==> src/rtl/bin_a_bcd_barrido_if.sv <==
// bin_a_bcd_barrido_if: load strobe, status and scan outputs
// of the seven-segment display front-end.
interface bin_a_bcd_barrido_if #(
    parameter int WIDTH = 16
);
    logic [WIDTH-1:0] valor;
    logic             cargar;
    logic             ocupado;
    logic             listo;
    logic [3:0]       digito;
    logic [7:0]       anodo;

    modport master (
        output valor, cargar,
        input  ocupado, listo, digito, anodo
    );

    modport slave (
        input  valor, cargar,
        output ocupado, listo, digito, anodo
    );
endinterface

==> src/rtl/bin_a_bcd_barrido.sv <==
// bin_a_bcd_barrido: binary capture, sequential double-dabble
// to packed BCD, and multiplexed digit/anode scanning.
module bin_a_bcd_barrido #(
    parameter int WIDTH       = 16,
    parameter int NDIG        = 5,
    parameter int REFRESH_DIV = 100000,
    parameter bit BLANK_LZ    = 1'b1
) (
    input logic clk,
    input logic rst_n,
    bin_a_bcd_barrido_if.slave bus
);
    localparam int AW = 4 * NDIG;
    localparam int CW = $clog2(WIDTH + 1);
    localparam int PW = $clog2(REFRESH_DIV);

    typedef enum logic [1:0] {
        IDLE,
        CONV,
        COMMIT
    } state_t;

    state_t           state_q;
    logic [AW-1:0]    acc_q;
    logic [AW-1:0]    acc_add;
    logic [AW-1:0]    acc_d;
    logic [AW-1:0]    disp_q;
    logic [AW-1:0]    disp_d;
    logic [WIDTH-1:0] sh_q;
    logic [WIDTH-1:0] sh_d;
    logic [CW-1:0]    cnt_q;
    logic             ocupado_q;
    logic             listo_q;

    logic [PW-1:0]    presc_q;
    logic [PW-1:0]    presc_d;
    logic             wrap;
    logic [2:0]       idx_q;
    logic [2:0]       idx_d;
    logic [2:0]       lead;
    logic [31:0]      disp_pad;
    logic [3:0]       digito_q;
    logic [3:0]       digito_d;
    logic [7:0]       anodo_q;
    logic [7:0]       anodo_d;

    // One double-dabble step: add 3 to nibbles >= 5, then shift left
    always_comb begin
        acc_add = acc_q;
        for (int i = 0; i < NDIG; i++) begin
            if (acc_q[4*i +: 4] >= 4'd5)
                acc_add[4*i +: 4] = acc_q[4*i +: 4] + 4'd3;
        end
        {acc_d, sh_d} = {acc_add, sh_q} << 1;
    end

    // Conversion FSM with registered busy/done flags
    always_ff @(posedge clk or negedge rst_n) begin
        if (!rst_n) begin
            state_q   <= IDLE;
            acc_q     <= '0;
            sh_q      <= '0;
            cnt_q     <= '0;
            disp_q    <= '0;
            ocupado_q <= 1'b0;
            listo_q   <= 1'b0;
        end else begin
            listo_q <= 1'b0;
            unique case (state_q)
                IDLE: begin
                    if (bus.cargar) begin
                        sh_q      <= bus.valor;
                        acc_q     <= '0;
                        cnt_q     <= CW'(WIDTH);
                        ocupado_q <= 1'b1;
                        state_q   <= CONV;
                    end
                end
                CONV: begin
                    acc_q <= acc_d;
                    sh_q  <= sh_d;
                    cnt_q <= cnt_q - CW'(1);
                    if (cnt_q == CW'(1)) begin
                        listo_q <= 1'b1;
                        state_q <= COMMIT;
                    end
                end
                COMMIT: begin
                    disp_q    <= acc_q;
                    ocupado_q <= 1'b0;
                    state_q   <= IDLE;
                end
                default: state_q <= IDLE;
            endcase
        end
    end

    // Next scan slot and its digit/anode pattern, seen through
    // the display value that will hold after this edge
    always_comb begin
        wrap    = (presc_q == PW'(REFRESH_DIV - 1));
        presc_d = wrap ? '0 : presc_q + PW'(1);
        idx_d   = idx_q;
        if (wrap)
            idx_d = (idx_q == 3'(NDIG - 1)) ? 3'd0 : idx_q + 3'd1;
        disp_d   = (state_q == COMMIT) ? acc_q : disp_q;
        disp_pad = 32'(disp_d);
        lead     = 3'd0;
        for (int i = 1; i < NDIG; i++) begin
            if (disp_pad[4*i +: 4] != 4'd0)
                lead = 3'(i);
        end
        digito_d = disp_pad[{idx_d, 2'b00} +: 4];
        anodo_d  = 8'hFF;
        if (!(BLANK_LZ && (idx_d > lead)))
            anodo_d[idx_d] = 1'b0;
    end

    // Free-running scanner registers
    always_ff @(posedge clk or negedge rst_n) begin
        if (!rst_n) begin
            presc_q  <= '0;
            idx_q    <= 3'd0;
            digito_q <= 4'd0;
            anodo_q  <= 8'hFE;
        end else begin
            presc_q  <= presc_d;
            idx_q    <= idx_d;
            digito_q <= digito_d;
            anodo_q  <= anodo_d;
        end
    end

    assign bus.ocupado = ocupado_q;
    assign bus.listo   = listo_q;
    assign bus.digito  = digito_q;
    assign bus.anodo   = anodo_q;

endmodule

==> src/flat_wrapper.sv <==
// flat-port wrapper written by rule: the top's interface ports become plain ports
module bin_a_bcd_barrido_flat 
#(
    parameter int WIDTH       = 16,
    parameter int NDIG        = 5,
    parameter int REFRESH_DIV = 100000,
    parameter bit BLANK_LZ    = 1'b1
)
  (clk, rst_n, bus_valor, bus_cargar, bus_ocupado, bus_listo, bus_digito, bus_anodo);
  bin_a_bcd_barrido_if #(.WIDTH(WIDTH)) bus_i ();
  input logic clk;
  input logic rst_n;
  input wire logic [$bits(bus_i.valor)-1:0] bus_valor;
  input wire logic [$bits(bus_i.cargar)-1:0] bus_cargar;
  output wire logic [$bits(bus_i.ocupado)-1:0] bus_ocupado;
  output wire logic [$bits(bus_i.listo)-1:0] bus_listo;
  output wire logic [$bits(bus_i.digito)-1:0] bus_digito;
  output wire logic [$bits(bus_i.anodo)-1:0] bus_anodo;
  assign bus_i.valor = bus_valor;
  assign bus_i.cargar = bus_cargar;
  assign bus_ocupado = bus_i.ocupado;
  assign bus_listo = bus_i.listo;
  assign bus_digito = bus_i.digito;
  assign bus_anodo = bus_i.anodo;
  bin_a_bcd_barrido #(.WIDTH(WIDTH), .NDIG(NDIG), .REFRESH_DIV(REFRESH_DIV), .BLANK_LZ(BLANK_LZ)) u_core (.clk(clk), .rst_n(rst_n), .bus(bus_i));
endmodule
==> config.mk <==
export PLATFORM = sky130hd
export DESIGN_NAME = bin_a_bcd_barrido_flat
export DESIGN_NICKNAME = d
export VERILOG_FILES = /design/src/rtl/bin_a_bcd_barrido_if.sv /design/src/rtl/bin_a_bcd_barrido.sv /design/src/flat_wrapper.sv
export SDC_FILE = /design/constraint.sdc
export NUM_CORES = 1
export LEC_CHECK = 0
export BUFFER_PORTS_ARGS = -buffer_cell sky130_fd_sc_hd__buf_2
export CAP_MARGIN = 20
export CELL_PAD_IN_SITES_DETAIL_PLACEMENT = 0
export CELL_PAD_IN_SITES_GLOBAL_PLACEMENT = 1
export CORE_ASPECT_RATIO = 2
export CORE_MARGIN = 5
export CORE_UTILIZATION = 50
export CTS_BUF_LIST = sky130_fd_sc_hd__clkbuf_4 sky130_fd_sc_hd__clkbuf_8
export DETAILED_ROUTE_END_ITERATION = 16
export PLACE_DENSITY = 0.83
export SYNTH_ARGS = -nofsm -noshare
export SYNTH_HDL_FRONTEND = slang
export SYNTH_SLANG_ARGS = --single-unit
==> constraint.sdc <==
create_clock -name clk -period 4.5 [get_ports clk]
set_input_delay 0.675 -clock clk [delete_from_list [all_inputs] [get_ports clk]]
set_output_delay 0.675 -clock clk [all_outputs]
set_load 0.005 [all_outputs]
[Yosys cells after proc, flatten, opt, wreduce, memory -nomap -nowiden]
Index checks and enable logic that the tools add are counted.
Word-level totals
  flip-flop bits (word level): 97
  bits of input ports: 19
  output and inout port bits: 14
  word-level logic and storage cells: 76
Cells by class
  add/sub/neg operators: 8
  magnitude comparators: 8
  equal/unequal tests: 7
  shifts and indexed selects: 1
  muxes and demuxes: 29
  bitwise logic cells: 1
  reductions and logical operators: 11
Operator list (count)
  2-to-1 mux 20 bit: 2
  case mux 20 bit (2 select lines): 1
  case mux 16 bit (2 select lines): 1
  indexed part select 32 x 6 -> 4 bit: 1
  >= comparator 4 x 3 -> 1 bit, second input constant: 5
  adder 17 x 1 -> 17 bit, second input constant: 1
  == test 17 bit, second input constant: 1
  2-to-1 mux 17 bit: 1
  adder 4 x 2 -> 4 bit, second input constant: 4
  2-to-1 mux 16 bit: 1
  2-to-1 mux 4 bit: 4
  nonzero test 4 bit: 4
  2-to-1 mux 3 bit: 4
  case mux 5 bit (2 select lines): 1
  2-to-1 mux 2 bit: 4
  2-to-1 mux 8 bit: 1
  inverter 8 bit: 1
  AND reduction 2 bit: 3
  == test 5 x 1 -> 1 bit, second input constant: 1
  2-to-1 mux 1 bit: 5
  2-to-1 mux 5 bit: 1
  subtractor 5 x 1 -> 5 bit, second input constant: 1
  < comparator 3 x 4 -> 1 bit, second input constant: 1
  case mux 2 bit (2 select lines): 1
  14 further kinds: 15

[Longest topological paths before layout]
  word-level depth: 9
  mapped depth: 13
  gate-level depth less buffers: 10

[Least setup slack after synthesis]
Ideal clock, no wire load.
  path kind: register to register
  start: reg u_core.state_q[1]
  end: reg u_core.anodo_q[0], in the netlist u_core.bus.anodo[0]
  library setup time: 70 ps
  data arrival time: 2541 ps
  data required time: 4430 ps
  setup slack: 1890 ps
  stages on the path, launching flop included: 14
  buffers on the path: 3
  clock period less this slack: 2610 ps
  path through: dfrtp_1 -> clkbuf_1 -> nor2b_1 -> buf_2 -> buf_2 -> mux2i_1 -> nand4_1 -> a21oi_1 -> a311oi_1 -> ha_1 -> or2_2 -> a211oi_1 -> a211oi_1 -> nand3_1
On the way
  cells in the longest elaborated chain, start to end: 9
  elaborated cells on any way between the ends: 12
  classes of those cells: 1 x order compare; 1 x eq/ne; 6 x mux; 4 x reduce/logical
Ends and longest elaborated chain
  from (decl): RTL line bin_a_bcd_barrido.sv:23  | state_t state_q;
  from (signal assigned): RTL line bin_a_bcd_barrido.sv:60  | state_q <= IDLE;
  from (signal assigned): RTL line bin_a_bcd_barrido.sv:76  | state_q <= CONV;
  from (signal assigned): RTL line bin_a_bcd_barrido.sv:85  | state_q <= COMMIT;
  == test 2 bit (*): RTL line bin_a_bcd_barrido.sv:106  | disp_d = (state_q == COMMIT) ? acc_q : disp_q;
  2-to-1 mux 20 bit (*): RTL line bin_a_bcd_barrido.sv:106
  nonzero test 4 bit: RTL line bin_a_bcd_barrido.sv:110  | if (disp_pad[4*i +: 4] != 4'd0)
  2-to-1 mux 1 bit: RTL line bin_a_bcd_barrido.sv:110
  2-to-1 mux 2 bit (2 in series): RTL line bin_a_bcd_barrido.sv:110
  2-to-1 mux 3 bit (*): RTL line bin_a_bcd_barrido.sv:110
  > comparator 3 bit (*): RTL line bin_a_bcd_barrido.sv:115  | if (!(BLANK_LZ && (idx_d > lead)))
  2-to-1 mux 8 bit (*): RTL line bin_a_bcd_barrido.sv:115
  named net u_core.anodo_d[0]: RTL line bin_a_bcd_barrido.sv:45  | logic [7:0] anodo_d;
  to (signal assigned): RTL line bin_a_bcd_barrido.sv:130  | anodo_q <= anodo_d;
  to (decl): RTL line bin_a_bcd_barrido.sv:44  | logic [7:0] anodo_q;
The timed path passes the listed nets; every way through them passes the cells marked *.
A chain may end at the register's enable or synchronous reset.

[Worst setup path in the final report]
Ends and elaborated chain as after synthesis.

==> impl_results.md <==
* Outcome: finished, final reports clean
* CP startpoint kind: register
* Tmin final at 3.05 ns
* Syn Area/Cell at 10.0 um^2
* Drt wl/cell at 16.2 um
* Final net count at 536
* Setup CP Type: register to register
* TritonCTS clock tree: built
* Largest area contributor in the netlist: dfrtp_1
* Clock transition at path regs at 0.09 ns
* Total CTS buffers at 9
* Ports at 33
* Reg2Reg Capture Point: u_core.bus.anodo[0]$_DFF_PN0_
* Post-Synthesis Cells at 470
* Hold buffer count at CTS at 0
* Area delta synth->final at 9.89%
* Fin. max-slew vios at 0
* Synth cell types at 49
* Worst VDD drop at 0.000331 V
* CP max FO at 14
* Vias in the first global route at 3562
* Final Wtd Congestion at 0.845
* Initial Utilization at 50.6%
* Worst Path Required at 4.81 ns
* H-tree levels at 3
* Largest family of logic cells by synthesized area: simple AND/OR/NAND/NOR gates
* CP Capture Type: register
* Bufs on Longest Clock Path at 2
* Share of Yosys cell area claimed by the top area cell type at 47.7%
* GR Overflow Total at 0
* Post-synth EDFFs at 0
* Flop-to-flop setup slack at 1.45 ns
* Die height at 147 um
* Via count at 3467
* DR pass1 iterations at 4
* 1st-iter DRT viols at 187
* Top FF cell, synth: dfrtp_1
* Clock skew at 0.0108 ns
* Part of the cycle the worst path needs at 67.8%
* Slew HR at 33.9%
* Final setup viols at 0
* Ranking of synthesized cells by area: dfrtp_1, nand2_1, ha_1
* First-pass GRT wire length at 16800 um
* DRC Markers at 0
* Core area at 0.00932 mm^2
* Post-route setup TNS at 0 ns
* Max-Cap Viols at 0
* Final core utilization at 55.6%
* Reg2Reg Depth at 11
* Critical path arrival at 3.36 ns
* Top cells by count, synth: dfrtp_1, nand2_1, o21ai_0
* Layout cells sized above 1 at 14.8%
* Sink Count at 97
* Diode count at 0
* Die ar. at 0.0116 mm^2
* Post-synthesis xor/xnor area fraction at 4.27%
* Synth Area in Simple Gates at 18.1%
* Root Driver: clkbuf_8
* Fmax at 328 MHz
* Hold Crit Class: primary input to async pin
* Die W at 78.7 um
* Synth warnings at 0
* Synth Register Bits at 97
* Post-DP HPWL at 7270 um
* Post-CTS Setup Repair Bufs at 0
* Total track usage at 18.6%
* Via density at 5.68
* Pwr/cell area at 595 mW/mm^2
* Tightest hold margin at 0.386 ns
* Number of I/O port buffers at 32
* Post-synth ARST share at 100%
* Largest net degree at the start of global routing at 70
* LEAKAGE at 0.00243 uW
* Final Hold Viols at 0
* Reg2Reg Launch Point: u_core.state_q[1]$_DFFE_PN0P_
* Worst skew pair latency at 0.37 ns
* Seq/Total Area, Yosys at 51.6%
* Initial antenna violation count at 0
* Post-Syn Area at 0.00472 mm^2
* Post-CTS sizing at 0
* RSZ-0062 raised after global routing: false
* Worst Tran Pin Value at 0.987 ns
* Post-synthesis mux area share at 5.04%
* Cell row count at 50
* Post-Synth Adder-Cell Area at 4.24%
* Most common cell in the netlist: dfrtp_1
* Final Routed Wirelength at 9880 um
* Synth Area in Compound Gates at 12.8%
* Antenna Violating Nets Remaining at 0
-- per-layer routing --
layer / up-vias / GRT usage (%) / part of all wire (%)
li1: 1703 / - / -
met1: 1684 / 20.7 / 39
met2: 61 / 33.4 / 54
met3: 19 / 3.66 / 3.6
met4: 0 / 8.41 / 3.2
met5: - / 0 / 0
-- stage by stage --
stage | setup WS, ns | cells | power [uW] | area [um^2]
detailed placement | 1.49 | 594 | 2530 | 4970
finish | 1.45 | 610 | 3090 | 5180
global route | 1.18 | 610 | 3340 | 5180
CTS | 1.46 | 610 | 3120 | 5180
floorplan | 1.89 | 471 | 2170 | 4720
global placement | 1.65 | 594 | 2480 | 4970
-- worst max-delay path: stages (launching register included) --
cell,delay [ns]
dfrtp_1,0.49
nor2b_2,0.47
buf_4,0.30
mux2i_1,0.34
nand4_1,0.17
a21oi_1,0.16
a311oi_1,0.07
ha_1,0.32
or2_2,0.30
a211oi_1,0.18
a211oi_1,0.09
nand3_1,0.11
-- power breakdown --
group | leakage, uW | internal (uW) | total, uW | switching, uW
clock | 0.000106 | 294 | 589 | 296
sequential | 0.00124 | 1140 | 1360 | 216
combinational | 0.00108 | 464 | 1140 | 675
total | 0.00243 | 1900 | 3090 | 1190
-- cell type report --
| class | count | area [um^2] |
|---|---|---|
| tap | 104 | 130 |
| timing repair buffer | 38 | 208 |
| multi-input combinational | 331 | 2110 |
| fill | 843 | 4140 |
| clock buffer | 12 | 159 |
| inverter | 24 | 92.6 |
| sequential | 97 | 2440 |
| clock inverter | 4 | 51.3 |
-- state kept, by name, summed over array words and instances (netlist names) --
name,flops
u_core.acc_q,20
u_core.bus.anodo,8
u_core.bus.digito,4
u_core.bus.listo,1
u_core.bus.ocupado,1
u_core.cnt_q,5
u_core.disp_q,20
u_core.idx_q,3
u_core.presc_q,17
u_core.sh_q,16
u_core.state_q,2
-- how the worst max path moves through the flow --
stage	end	startpoint	slack, ns	cells past startpoint
detailed placement	u_core.bus.anodo[0]$_DFF_PN0_	u_core.state_q[1]$_DFFE_PN0P_	1.49	11
floorplan	u_core.bus.anodo[0]$_DFF_PN0_	u_core.state_q[1]$_DFFE_PN0P_	1.89	13
global route	u_core.bus.anodo[0]$_DFF_PN0_	u_core.state_q[1]$_DFFE_PN0P_	1.18	11
global placement	u_core.bus.anodo[0]$_DFF_PN0_	u_core.state_q[1]$_DFFE_PN0P_	1.65	11
finish	u_core.bus.anodo[0]$_DFF_PN0_	u_core.state_q[1]$_DFFE_PN0P_	1.45	11
CTS	u_core.bus.anodo[0]$_DFF_PN0_	u_core.state_q[1]$_DFFE_PN0P_	1.46	11
-- cells in the final DEF (no fill, tap or decap), types with 6 or more instances in the layout --
cell type / netlist / layout
nor4_1: 6 / 6
buf_4: 0 / 7
nand2_1: 84 / 84
buf_2: 4 / 31
inv_1: 23 / 23
o21ai_0: 28 / 28
nand3_1: 23 / 23
dfstp_2: 7 / 7
a22oi_1: 15 / 15
o31ai_1: 6 / 6
nand2b_1: 8 / 8
xnor2_1: 12 / 12
clkbuf_8: 0 / 11
mux2i_1: 13 / 13
o211ai_1: 6 / 6
xor2_1: 11 / 11
a21oi_1: 15 / 15
dfrtp_1: 90 / 90
ha_1: 16 / 16
nor2_1: 23 / 23
-- logic make-up (layout without fill, tap and decap cells) --
group           Yosys count  count (layout)
simple gates            179             179
flops                    97              97
compound gates           91              91
buf+inv                  43              78
xor+xnor                 23              23
mux                      20              20
fa+ha+maj                16              16
other cells               1               2
Power figures use the tool's default switching activity.
